`src/rtl/npc_pkg.sv`:
```
// npc_pkg: shared stage payload types and limits for the npc core pipeline.
// Provides the payload structs carried between stages (instances set
// WIDTH = $bits(<struct>)) and the maximum stage buffer depth.
package npc_pkg;

   localparam int MAX_STAGE_DEPTH = 16;

   typedef struct packed {
      logic [31:0] pc;
      logic [31:0] rs1_val;
      logic [31:0] rs2_val;
      logic [31:0] imm;
      logic [4:0]  rd;
      logic [5:0]  op;
   } d2x_t;

   typedef struct packed {
      logic [31:0] pc;
      logic [31:0] alu_res;
      logic [31:0] st_data;
      logic [4:0]  rd;
      logic        mem_rd;
      logic        mem_wr;
      logic        wb_en;
   } x2m_t;

   typedef struct packed {
      logic [31:0] wb_data;
      logic [4:0]  rd;
      logic        wb_en;
   } m2w_t;

endpackage

```
`src/rtl/stage_pipe_mem.sv`:
```
// stage_pipe_mem: DEPTH x WIDTH register array for the stage buffer.
// Ports: clk; write port wen/waddr/wdata (registered); asynchronous read
// port raddr -> rdata. Contents are deliberately not reset.
module stage_pipe_mem #(
   parameter int WIDTH = 32,
   parameter int DEPTH = 2,
   parameter int AW    = 1
) (
   input  logic             clk,
   input  logic             wen,
   input  logic [AW-1:0]    waddr,
   input  logic [WIDTH-1:0] wdata,
   input  logic [AW-1:0]    raddr,
   output logic [WIDTH-1:0] rdata
);

   logic [WIDTH-1:0] mem_q [DEPTH];

   always_ff @(posedge clk) begin
      if (wen) mem_q[waddr] <= wdata;
   end

   assign rdata = mem_q[raddr];

endmodule

```
`src/rtl/stage_pipe_buf.sv`:
```
// stage_pipe_buf: valid/ready FIFO stage buffer with flush, optional pass-through and stall counter.
// Ports: clk, rst (sync, active-low); upstream s_valid/s_ready/s_data;
// downstream m_valid/m_ready/m_data; flush empties the buffer and drops the
// incoming payload; count is occupancy; stall_cnt counts m_valid & ~m_ready
// cycles, saturating, cleared only by reset.
module stage_pipe_buf
   import npc_pkg::*;
#(
   parameter int WIDTH        = 32,
   parameter int DEPTH        = 2,
   parameter int PASS_THROUGH = 0,
   parameter int CNT_W        = 16
) (
   input  logic                       clk,
   input  logic                       rst,
   input  logic                       s_valid,
   output logic                       s_ready,
   input  logic [WIDTH-1:0]           s_data,
   output logic                       m_valid,
   input  logic                       m_ready,
   output logic [WIDTH-1:0]           m_data,
   input  logic                       flush,
   output logic [$clog2(DEPTH+1)-1:0] count,
   output logic [CNT_W-1:0]           stall_cnt
);

   localparam int CW    = $clog2(DEPTH+1);
   localparam int PTR_W = DEPTH > 1 ? $clog2(DEPTH) : 1;

   logic [PTR_W-1:0] rd_ptr_q, rd_ptr_d, wr_ptr_q, wr_ptr_d;
   logic [CW-1:0]    count_q, count_d;
   logic [CNT_W-1:0] stall_q, stall_d;
   logic [WIDTH-1:0] rd_data;
   logic             bypass, push, pop, wen, rd_adv;

   // Pass-through only applies while nothing is stored, so order is preserved.
   assign bypass  = (PASS_THROUGH != 0) && (count_q == '0);
   assign s_ready = count_q != CW'(DEPTH);
   assign m_valid = bypass ? s_valid & ~flush : count_q != '0;
   assign m_data  = bypass ? s_data : rd_data;
   assign push    = s_valid & s_ready & ~flush;
   assign pop     = m_valid & m_ready & ~flush;
   // A bypassed payload taken downstream in the same cycle is never stored.
   assign wen     = push & ~(bypass & pop);
   assign rd_adv  = pop & ~bypass;
   assign count     = count_q;
   assign stall_cnt = stall_q;

   always_comb begin
      rd_ptr_d = rd_ptr_q;
      wr_ptr_d = wr_ptr_q;
      count_d  = count_q;
      stall_d  = (m_valid & ~m_ready & (stall_q != '1)) ? stall_q + 1'b1 : stall_q;
      if (flush) begin
         rd_ptr_d = '0;
         wr_ptr_d = '0;
         count_d  = '0;
      end else begin
         if (wen)    wr_ptr_d = (wr_ptr_q == PTR_W'(DEPTH-1)) ? '0 : wr_ptr_q + 1'b1;
         if (rd_adv) rd_ptr_d = (rd_ptr_q == PTR_W'(DEPTH-1)) ? '0 : rd_ptr_q + 1'b1;
         count_d = count_q + CW'(wen) - CW'(rd_adv);
      end
   end

   always_ff @(posedge clk) begin
      if (!rst) begin
         rd_ptr_q <= '0;
         wr_ptr_q <= '0;
         count_q  <= '0;
         stall_q  <= '0;
      end else begin
         rd_ptr_q <= rd_ptr_d;
         wr_ptr_q <= wr_ptr_d;
         count_q  <= count_d;
         stall_q  <= stall_d;
      end
   end

   stage_pipe_mem #(.WIDTH(WIDTH), .DEPTH(DEPTH), .AW(PTR_W)) u_mem (
      .clk   (clk),
      .wen   (wen),
      .waddr (wr_ptr_q),
      .wdata (s_data),
      .raddr (rd_ptr_q),
      .rdata (rd_data)
   );

endmodule

```
`config.mk`:
```
export PLATFORM = sky130hd
export DESIGN_NAME = stage_pipe_buf
export DESIGN_NICKNAME = d
export VERILOG_FILES = /design/src/rtl/npc_pkg.sv /design/src/rtl/stage_pipe_mem.sv /design/src/rtl/stage_pipe_buf.sv
export SDC_FILE = /design/constraint.sdc
export NUM_CORES = 1
export LEC_CHECK = 0
export BUFFER_PORTS_ARGS = -buffer_cell sky130_fd_sc_hd__buf_2
export CORE_ASPECT_RATIO = 1.4
export CORE_MARGIN = 4
export CORE_UTILIZATION = 28
export CTS_BUF_LIST = sky130_fd_sc_hd__clkbuf_4 sky130_fd_sc_hd__clkbuf_8
export CTS_CLUSTER_DIAMETER = 100
export DETAILED_ROUTE_END_ITERATION = 12
export GPL_ROUTABILITY_DRIVEN = 0
export MAX_ROUTING_LAYER = met4
export PLACE_DENSITY_LB_ADDON = 0.3
export RECOVER_POWER = 25
export SYNTH_ARGS = -nofsm -noshare
export SYNTH_HDL_FRONTEND = slang
export SYNTH_SLANG_ARGS = --single-unit
```
`constraint.sdc`:
```
create_clock -name clk -period 5.6 [get_ports clk]
set_input_delay 0.56 -clock clk [delete_from_list [all_inputs] [get_ports clk]]
set_output_delay 0.56 -clock clk [all_outputs]
set_load 0.1 [all_outputs]
```
### Yosys cells after proc, flatten, opt, wreduce, memory -nomap -nowiden

Memories as Yosys holds them, arrays and structs flattened. A register that Yosys moved wholly into a read port is not among the register bits.
Cells that the tools add are included.

| cells by class | value |
|---|---|
| $add $sub $neg | 5 |
| equal/unequal tests | 2 |
| mux-type cells | 6 |
| bitwise gates (word level) | 9 |
| reductions and logical operators | 2 |

Operator list:

| cell | number |
|---|---|
| adder 16 x 1 -> 16 bit (second input constant) | 1 |
| inequality test 16 bit (second input constant) | 1 |
| bitwise AND 1 bit | 6 |
| 2-to-1 mux 1 bit | 6 |
| NOT 1 bit | 3 |
| adder 1 bit (second input constant) | 2 |
| adder 2 x 1 -> 2 bit | 1 |
| inequality test 2 bit (second input constant) | 1 |
| nonzero test 2 bit | 1 |
| OR reduction 2 bit | 1 |
| subtractor 2 x 1 -> 2 bit | 1 |

| word-level totals | value |
|---|---|
| register bits after elaboration | 20 |
| bits in writable memories | 64 |
| input port bits | 37 |
| output and inout bits | 52 |
| logic and storage cells | 29 |
| memories kept | 1 |

Memory list:

| memory | depth | width | rd ports | clocked after Yosys merged registers in | wr ports | line | source |
|---|---|---|---|---|---|---|---|
| u_mem.mem_q | 2 | 32 | 1 | 1 | 1 | stage_pipe_mem.sv:17 | `logic [WIDTH-1:0] mem_q [DEPTH];` |

### Longest topological paths before layout

Gate-level depths: netlist (run 1).

| depth | value |
|---|---|
| depth in word-level cells | 5 |
| depth in mapped cells | 9 |
| mapped depth without buffers | 9 |

### Cells and area by module

Synthesis (run 1) repeated with hierarchy kept, for this count alone.

| second synthesis, totals | value |
|---|---|
| cell total of the unflattened synthesis | 225 |
| area, all modules | 3508.4 µm² |

Modules (own cells, without submodules):

| module | times used | cells an instance | area an instance (µm²) | seq. area each (µm²) |
|---|---|---|---|---|
| stage_pipe_mem | 1 | 102 | 2478.6 | 1921.8 |
| stage_pipe_buf | 1 | 123 | 1029.7 | 400.4 |

### Worst setup path before layout (run 1)

No wires, ideal clock.

| timing path | value |
|---|---|
| kind | register to register |
| start | reg count_q[0] (netlist: count[0]) |
| end | mem u_mem.mem_q[0][0] (enable) |
| setup time | 421 ps |
| data arrival time | 3576 ps |
| required time | 5179 ps |
| setup slack | 1603 ps |
| stages on the path, launching flop included | 4 |
| path buffers | 0 |
| clock period less this slack | 3997 ps |
| path through | dfxtp_1 -> nand2b_1 -> nand3b_1 -> nor2_1 |

| on the way | value |
|---|---|
| cells in the longest elaborated chain, start to end | 5 |

RTL lines:

| item | line | source |
|---|---|---|
| from (decl) | stage_pipe_buf.sv:31 | `logic [CW-1:0] count_q, count_d;` |
| from (signal assigned) | stage_pipe_buf.sv:74 | `count_q <= count_d;` |
| inequality test 2 bit | stage_pipe_buf.sv:38 | `assign s_ready = count_q != CW'(DEPTH);` |
| named net s_ready | stage_pipe_buf.sv:17 | `output logic s_ready,` |
| bitwise AND 1 bit (2 in series) | stage_pipe_buf.sv:41 | `assign push = s_valid & s_ready & ~flush;` |
| 2-to-1 mux 1 bit | stage_pipe_mem.sv:20 | `if (wen) mem_q[waddr] <= wdata;` |
| 2-to-1 mux 1 bit (not written as such) | stage_pipe_mem.sv:20 |  |
| to (decl) | stage_pipe_mem.sv:17 |  |

The timed path passes the listed nets, and every way through them passes these cells.

==> impl_metrics.env, run 1 <==
export IMPL_slew_headroom_pct=33.7
export IMPL_antenna_found_initial=1
export IMPL_stdcell_count=468
export IMPL_tightest_slew_ns=0.993
export IMPL_grt_pass1_vias=2129
export IMPL_rrSetupSlack_ns=3.59
export IMPL_clk_pin_slew_ns=0.08
export IMPL_ys_ff_latch=85
export IMPL_drt_iter0_drc=30
export IMPL_p_total_mw=1.34
export IMPL_cts_tree="yes"
export IMPL_grt_use_total_pct=10.3
export IMPL_setup_viol=0
export IMPL_overflow=0
export IMPL_cp_slowest_cell="dfxtp_2"
export IMPL_die_width_um=101
export IMPL_hold_viol_final=0
export IMPL_cts_sinks=85
export IMPL_dieArea_um2=13900
export IMPL_grt_max_degree=33
export IMPL_start_util_pct=28.5
export IMPL_layout_min_cycle_time_ns=2.47
export IMPL_cts_buffers=9
export IMPL_cp_num_buf_inv=1
export IMPL_clock_latency_ns=0.34
export IMPL_cts_buffer_depth=2
export IMPL_postSynthCellCount=221
export IMPL_coreArea_um2=11800
export IMPL_num_vias=2090
export IMPL_netlist_area_um2=3370
export IMPL_power_density_nw_per_um2=318
export IMPL_syn_to_final_growth_pct=24.8
export IMPL_wl_per_cell_um=14.5
export IMPL_async_reset_ff_share_pct=0
export IMPL_dieHeight_um=138
export IMPL_synthesis_nets=261
export IMPL_fillers=1189
export IMPL_post_cts_buffers=0
export IMPL_synth_main_ff_cell="edfxtp_1"
export IMPL_rows=47
export IMPL_ioPinCount=89
export IMPL_clock_skew_ns=0.00689
export IMPL_wl_mm=6.80
export IMPL_peakVddDrop_v=0.000146
export IMPL_post_dp_cell_area_um2=3990
export IMPL_leakage_nw=1.51
export IMPL_max_clock_freq_mhz=404
export IMPL_ys_warn_count=0
export IMPL_synth_distinct_cells=38
export IMPL_grt_pass1_wl_mm=10.5
export IMPL_setup_tns_ns=0
export IMPL_port_buffers=88
export IMPL_fin_util_pct=35.5
export IMPL_critPathArrivalTime_ns=1.91
export IMPL_crit_fanout=32
export IMPL_hp_class="primary input to flip-flop"
export IMPL_finalCritPeriodShare_pct=44.2
export IMPL_start_kind="flip-flop"
export IMPL_pre_cts_ws_ns=3.31
export IMPL_cts_hold_buf=0
export IMPL_syn_area_per_cell_um2=15.2
export IMPL_finalInstanceArea_um2=4200
export IMPL_drt_antenna_violating_nets=0
export IMPL_path_cells="mux2_2, buf_2"
export IMPL_yosysSeqAreaShare_pct=69.6
export IMPL_cts_root_buf="clkbuf_8"
export IMPL_slew_violations=0
export IMPL_drive_above_1_share_pct=40.6
export IMPL_path_class="flip-flop to output port"
export IMPL_rsz0062_at_grt="no"
export IMPL_dpl_cell_count=451
export IMPL_whs_ns=0.402
export IMPL_endpoint_kind="output port"
export IMPL_critPathTopFamily="flip-flops"
export IMPL_place_hpwl_mm=4.70
export IMPL_setup_ws_ns=3.13
export IMPL_synth_edf_count=64
export IMPL_required_ns=5.04
export IMPL_max_stage_delay_ns=0.84
export IMPL_outcome="completed"
export IMPL_firstDrtPassIters=4
export IMPL_cap_violations=0
export IMPL_htree_levels=3
export IMPL_nNetsFinal=355
export IMPL_post_cts_resized=0
export IMPL_remaining_drc_errors=0
export IMPL_via_per_inst=4.47
==> synth_stat cells, types with 2 or more instances <==
cell type	instances	area share, %
nand3_2	2	0.59
edfxtp_1	64	57
nand2_1	7	0.78
xnor2_1	6	1.6
nand4_1	3	0.56
o21a_1	2	0.45
mux2_2	32	11
nor3_1	2	0.30
a21oi_1	2	0.30
buf_1	3	0.33
nor2_1	23	2.6
o21ai_0	3	0.45
dfxtp_1	21	12
o211ai_1	4	0.89
mux2i_1	2	0.59
nand2b_1	3	0.56
clkbuf_1	2	0.22
inv_1	6	0.67
nand3_1	7	1.0
xor2_1	7	1.8
ha_1	3	1.1
==> worst register-to-register path: cells and delay by family (launching register included) <==
family / cells / cell delay [ns]
simple gates: 3 / 1.24
flops: 1 / 0.38
==> cell type report <==
type | count | area (um2) | area share (%)
sequential | 85 | 2340 | 55.8
multi-input combinational | 125 | 997 | 23.7
timing repair buffer | 88 | 418 | 9.95
tap | 147 | 184 | 4.38
clock buffer | 13 | 166 | 3.96
clock inverter | 3 | 66.3 | 1.58
inverter | 6 | 22.5 | 0.536
antenna | 1 | 2.50 | 0.0596
==> kinds of logic (layout without fill, tap and decap cells) <==
group	count (synthesis)	count (layout)	share of synthesized area, %
flops	85	85	69.6
simple gates	57	57	8.81
buf+inv	11	110	1.23
fa+ha+maj	3	3	1.12
mux	34	34	11.3
xor+xnor	13	13	3.38
compound gates	18	18	4.57
other cells	0	1	0
==> cell usage in the layout (no fill, tap or decap), types with 2 or more instances in the layout <==
cell,count
inv_1,6
nor2_1,21
a21oi_1,2
xnor2_1,6
o21a_1,2
clkbuf_4,2
nand3_2,2
o21ai_0,3
nand3_1,7
ha_1,3
o211ai_1,4
edfxtp_1,64
buf_2,70
nor2_4,2
bufinv_16,2
mux2i_1,2
clkbuf_1,18
nand2b_1,3
nand4_1,3
nor3_1,2
clkbuf_8,11
nand2_1,7
dfxtp_1,20
xor2_1,7
mux2_2,32
==> path summary, 6_finish.rpt <==
| path | from | endpoint | depth (start not counted) |
|---|---|---|---|
| max | flip-flop | m_data[27] | 2 |
| min | s_data[24] | u_mem.mem_q[0][24] | 1 |
| max reg2reg | count[0] | u_mem.mem_q[1][26] | 3 |
| min reg2reg | rd_ptr_q | rd_ptr_q | 2 |
==> registers in the layout, summed over array words and instances (netlist names), named ones only <==
register and count:
stall_cnt 16, u_mem.mem_q 64, count 2, wr_ptr_q 1, rd_ptr_q 1
==> per-layer routing <==
layer / routed length, um / track usage, % / vias up
met5: 0 / - / -
met4: 113 / 4.42 / 0
met3: 475 / 3.80 / 12
met2: 3460 / 16.3 / 74
met1: 2740 / 11.6 / 993
li1: - / - / 1011
==> report_power, final <==
part	internal, mW	switching (mW)	total, mW	leakage, nW
Combinational	0.0277	0.119	0.147	0.627
Sequential	0.692	0.00484	0.697	0.758
Clock	0.286	0.205	0.491	0.121
Power figures use the tool's default switching activity.
==> inputs of run 2 (changes only) <==
clock period = 2.1 ns   (was 5.6 ns; I/O delays follow)
==> run 2 against run 1 <==
Non-clock buffer count grew 5. Critical path depth rose by 4. Highest routed layer unchanged. Sequential share of layout area down 6.4 points. Global-route usage rose by 0.71 points. Combinational power increased to 3.5 times the previous value. Cell area is 14% higher. Largest power group unchanged. Worst setup slack worse by 2.8 ns.
==> impl_metrics.env, run 2 (synthesis results as in run 1) <==
export IMPL_overflow=0
export IMPL_rsz0062_at_grt="no"
export IMPL_endpoint_kind="flip-flop"
export IMPL_clock_skew_ns=0.0147
export IMPL_num_vias=2162
export IMPL_nNetsFinal=360
export IMPL_cap_violations=0
export IMPL_crit_fanout=7
export IMPL_cts_buffer_depth=2
export IMPL_dieArea_um2=13900
export IMPL_clock_latency_ns=0.35
export IMPL_tightest_slew_ns=0.492
export IMPL_finalCritPeriodShare_pct=85.1
export IMPL_cts_sinks=85
export IMPL_drt_iter0_drc=73
export IMPL_start_util_pct=28.5
export IMPL_hp_class="primary input to flip-flop"
export IMPL_firstDrtPassIters=4
export IMPL_drt_antenna_violating_nets=0
export IMPL_grt_max_degree=33
export IMPL_post_cts_resized=0
export IMPL_die_width_um=101
export IMPL_critPathArrivalTime_ns=2.01
export IMPL_layout_min_cycle_time_ns=1.79
export IMPL_via_per_inst=4.57
export IMPL_regMostFlops="u_mem.mem_q"
export IMPL_post_dp_cell_area_um2=4580
export IMPL_cts_tree="yes"
export IMPL_setup_viol=0
export IMPL_path_class="flip-flop to flip-flop"
export IMPL_rows=47
export IMPL_cp_slowest_cell="dfxtp_2"
export IMPL_stdcell_count=473
export IMPL_slew_violations=0
export IMPL_power_density_nw_per_um2=765
export IMPL_largest_reg_flops=64
export IMPL_coreArea_um2=11800
export IMPL_grt_pass1_vias=2226
export IMPL_leakage_nw=1.74
export IMPL_cts_root_buf="clkbuf_8"
export IMPL_post_cts_buffers=0
export IMPL_dpl_cell_count=456
export IMPL_cts_hold_buf=0
export IMPL_grt_pass1_wl_mm=11.2
export IMPL_cts_buffers=9
export IMPL_max_clock_freq_mhz=559
export IMPL_antenna_found_initial=1
export IMPL_syn_to_final_growth_pct=42.5
export IMPL_wl_per_cell_um=14.7
export IMPL_outcome="completed"
export IMPL_required_ns=2.32
export IMPL_htree_levels=3
export IMPL_wl_mm=6.97
export IMPL_layout_commonest_cell="edfxtp_1"
export IMPL_place_hpwl_mm=4.83
export IMPL_drive_above_1_share_pct=48.9
export IMPL_grt_use_total_pct=11.0
export IMPL_remaining_drc_errors=0
export IMPL_slew_headroom_pct=67.4
export IMPL_clk_pin_slew_ns=0.09
export IMPL_most_common_layout_cells="edfxtp_1 (64), buf_2 (43), buf_12 (35)"
export IMPL_setup_tns_ns=0
export IMPL_finalInstanceArea_um2=4800
export IMPL_path_cells="ha_1, nand3_2, or2_1, a2111oi_4, xnor2_1, nor2_1"
export IMPL_p_total_mw=3.67
export IMPL_hold_viol_final=0
export IMPL_start_kind="flip-flop"
export IMPL_fillers=1121
export IMPL_port_buffers=88
export IMPL_peakVddDrop_v=0.000335
export IMPL_max_stage_delay_ns=0.38
export IMPL_dieHeight_um=138
export IMPL_ioPinCount=89
## run 2: layer usage
metal / wire length (um) / GRT usage [%]
met5: 0 / -
met4: 158 / 5.32
met3: 636 / 4.51
met2: 3460 / 17.1
met1: 2720 / 12.2
## run 2: path summary, 6_finish.rpt
kind | startpoint | to | slack [ns] | cells after the start
setup / recovery | stall_cnt[0] | stall_cnt[10] | 0.31 | 6
hold / removal | s_data[11] | u_mem.mem_q[0][11] | 0.05 | 1
setup reg to reg | stall_cnt[0] | stall_cnt[10] | 0.31 | 6
hold reg to reg | stall_cnt[7] | stall_cnt[7] | 0.51 | 2
## run 2: area by class of cell
type / count / area (um2) / area share (%)
Clock inverter: 4 / 70.1 / 1.46
Multi-Input combinational cell: 125 / 1010 / 21.0
Tap cell: 147 / 184 / 3.84
Sequential cell: 85 / 2370 / 49.4
Inverter: 6 / 22.5 / 0.470
Timing Repair Buffer: 93 / 980 / 20.4
Clock buffer: 12 / 159 / 3.31
Antenna cell: 1 / 2.50 / 0.0522
## run 2: report_power, final
part           total, mW  internal (mW)  switching (mW)
registers           1.85           1.84          0.0104
logic              0.520          0.178           0.342
clock network       1.30          0.745           0.552
total               3.67           2.77           0.904
## run 2: critical path: cells and delay by family, from the launching register on
kind / cells / cell delay (ns)
DFF: 1 / 0.38
and+or+nand+nor: 3 / 0.58
AOI/OAI and AO/OA: 1 / 0.30
adders and majority gates: 1 / 0.25
xor gates and xnor gates: 1 / 0.16
## run 2: per-stage QoR
stage	util, %	hold slack (ns)	setup slack [ns]
after detailed placement	38.8	0.402	0.347
final	40.6	0.0498	0.312
after CTS	40.7	0.0187	0.334
after floorplan	-	0.309	-0.0966
after global placement	38.8	0.399	0.396
after global routing	40.6	0.00917	0.180
==> inputs of run 3 (changes only) <==
BUFFER_PORTS_ARGS = -buffer_cell sky130_fd_sc_hd__buf_4   (was -buffer_cell sky130_fd_sc_hd__buf_2)
CAP_MARGIN = 10   (was default)
==> run 3 against run 2 <==
Largest cell class unchanged. Highest routed layer unchanged. Via count is 1.2% lower. Non-clock buffer count decreased by 1. Sequential share of layout area increased by 2.8 points.
==> impl_metrics.env, run 3 (synthesis results as in run 1) <==
export IMPL_cts_buffers=9
export IMPL_setup_tns_ns=0
export IMPL_cts_sinks=85
export IMPL_clk_pin_slew_ns=0.08
export IMPL_overflow=0
export IMPL_critPathArrivalTime_ns=2.00
export IMPL_slew_headroom_pct=68.7
export IMPL_ioPinCount=89
export IMPL_drt_iter0_drc=38
export IMPL_grt_max_degree=33
export IMPL_coreArea_um2=11800
export IMPL_min_from="s_data[28]"
export IMPL_peakVddDrop_v=0.000342
export IMPL_cts_hold_buf=0
export IMPL_max_stage_delay_ns=0.38
export IMPL_max_clock_freq_mhz=562
export IMPL_htree_levels=3
export IMPL_slew_violations=0
export IMPL_layout_commonest_cell="edfxtp_1"
export IMPL_syn_to_final_growth_pct=34.9
export IMPL_post_cts_buffers=0
export IMPL_outcome="completed"
export IMPL_cp_num_buf_inv=0
export IMPL_firstDrtPassIters=4
export IMPL_most_common_layout_cells="edfxtp_1 (64), buf_4 (63), mux2_2 (32)"
export IMPL_hold_viol_final=0
export IMPL_holdPathStages=1
export IMPL_via_per_inst=4.52
export IMPL_wl_mm=7.01
export IMPL_cap_violations=0
export IMPL_wl_per_cell_um=14.9
export IMPL_reg2reg_depth=6
export IMPL_crit_fanout=7
export IMPL_path_cells="ha_1, nand3_2, or2_1, a2111oi_4, xnor2_1, nor2_1"
export IMPL_drive_above_1_share_pct=51.5
export IMPL_hp_class="primary input to flip-flop"
export IMPL_cts_buffer_depth=2
export IMPL_path_class="flip-flop to flip-flop"
export IMPL_highest_layer="met4"
export IMPL_drt_antenna_violating_nets=0
export IMPL_finalCritPeriodShare_pct=84.7
export IMPL_wl_met1_mm=2.81
export IMPL_cts_root_buf="clkbuf_8"
export IMPL_leakage_nw=1.64
export IMPL_layout_min_cycle_time_ns=1.78
export IMPL_start_util_pct=28.5
export IMPL_setup_viol=0
export IMPL_remaining_drc_errors=0
export IMPL_port_buffers=88
export IMPL_die_width_um=101
export IMPL_cp_depth=6
export IMPL_rr_startpoint="stall_cnt[0]"
export IMPL_required_ns=2.32
export IMPL_whs_ns=0.0558
export IMPL_largest_reg_flops=64
export IMPL_num_vias=2135
export IMPL_power_density_nw_per_um2=805
export IMPL_grt_pass1_vias=2262
export IMPL_start_kind="flip-flop"
export IMPL_post_cts_resized=0
export IMPL_dieArea_um2=13900
export IMPL_cp_slowest_cell="dfxtp_2"
export IMPL_place_hpwl_mm=4.91
export IMPL_wl_met3_um=620
export IMPL_dieHeight_um=138
export IMPL_antenna_found_initial=1
export IMPL_nNetsFinal=359
export IMPL_rrSetupSlack_ns=0.32
export IMPL_grt_pass1_wl_mm=11.0
export IMPL_r2r_end="stall_cnt[10]"
export IMPL_endpoint_kind="flip-flop"
export IMPL_holdPathEnd="u_mem.mem_q[0][28]"
export IMPL_dr_wl_met2_mm=3.39
export IMPL_critPathTopFamily="simple AND/OR/NAND/NOR gates"
export IMPL_cts_tree="yes"
export IMPL_rsz0062_at_grt="no"
export IMPL_grt_use_total_pct=10.8
export IMPL_fin_util_pct=38.4
export IMPL_rows=47
export IMPL_tightest_slew_ns=0.469
export IMPL_regMostFlops="u_mem.mem_q"
export IMPL_clock_skew_ns=0.00720
export IMPL_clock_latency_ns=0.35
-- run 3: cell count changes in the layout (fill, tap and decap cells not counted), moves of 2 or more --
cell / delta
clkbuf_1: -10
buf_4: +61
buf_12: -32
clkbuf_4: +24
buf_2: -43
clkbuf_8: -2
-- run 3: metal layers --
layer / up-vias / track usage [%]
met3: 17 / 4.00
li1: 1021 / -
met2: 80 / 16.4
met4: 0 / 7.12
met5: - / -
met1: 1017 / 11.7
-- run 3: cell type report --
cell class              count  area [um2]
diodes                      1        2.50
clock buffers              11         139
clock inverters             5        98.8
fillers                  1131        7280
inverters                   6        22.5
multi-input cells         125        1010
flip-flops and latches     85        2370
well taps                 147         184
repair buffers             92         717
-- run 3: per-stage QoR --
step | setup slack, ns | instance area, um2 | total power [mW] | std cells
2_1_floorplan | -0.0966 | 3420 | 2.21 | 221
3_3_place_gp | 0.393 | 4310 | 2.34 | 455
3_5_place_dp | 0.327 | 4310 | 2.35 | 455
4_1_cts | 0.322 | 4550 | 3.71 | 471
5_1_grt | 0.220 | 4540 | 3.80 | 472
6_report | 0.322 | 4540 | 3.65 | 472
-- run 3: worst max-delay path by stage --
stage	from	to
after global routing	stall_cnt[0]	stall_cnt[10]
after detailed placement	count[0]	count[1]
after global placement	count[0]	count[1]
final	stall_cnt[0]	stall_cnt[10]
after floorplan	count[0]	count[1]
after CTS	count[0]	count[1]
-- run 3: power breakdown --
| group | total (mW) | switching (mW) | internal [mW] |
|---|---|---|---|
| logic | 0.445 | 0.325 | 0.120 |
| registers | 1.85 | 0.0105 | 1.84 |
| clock network | 1.36 | 0.544 | 0.812 |
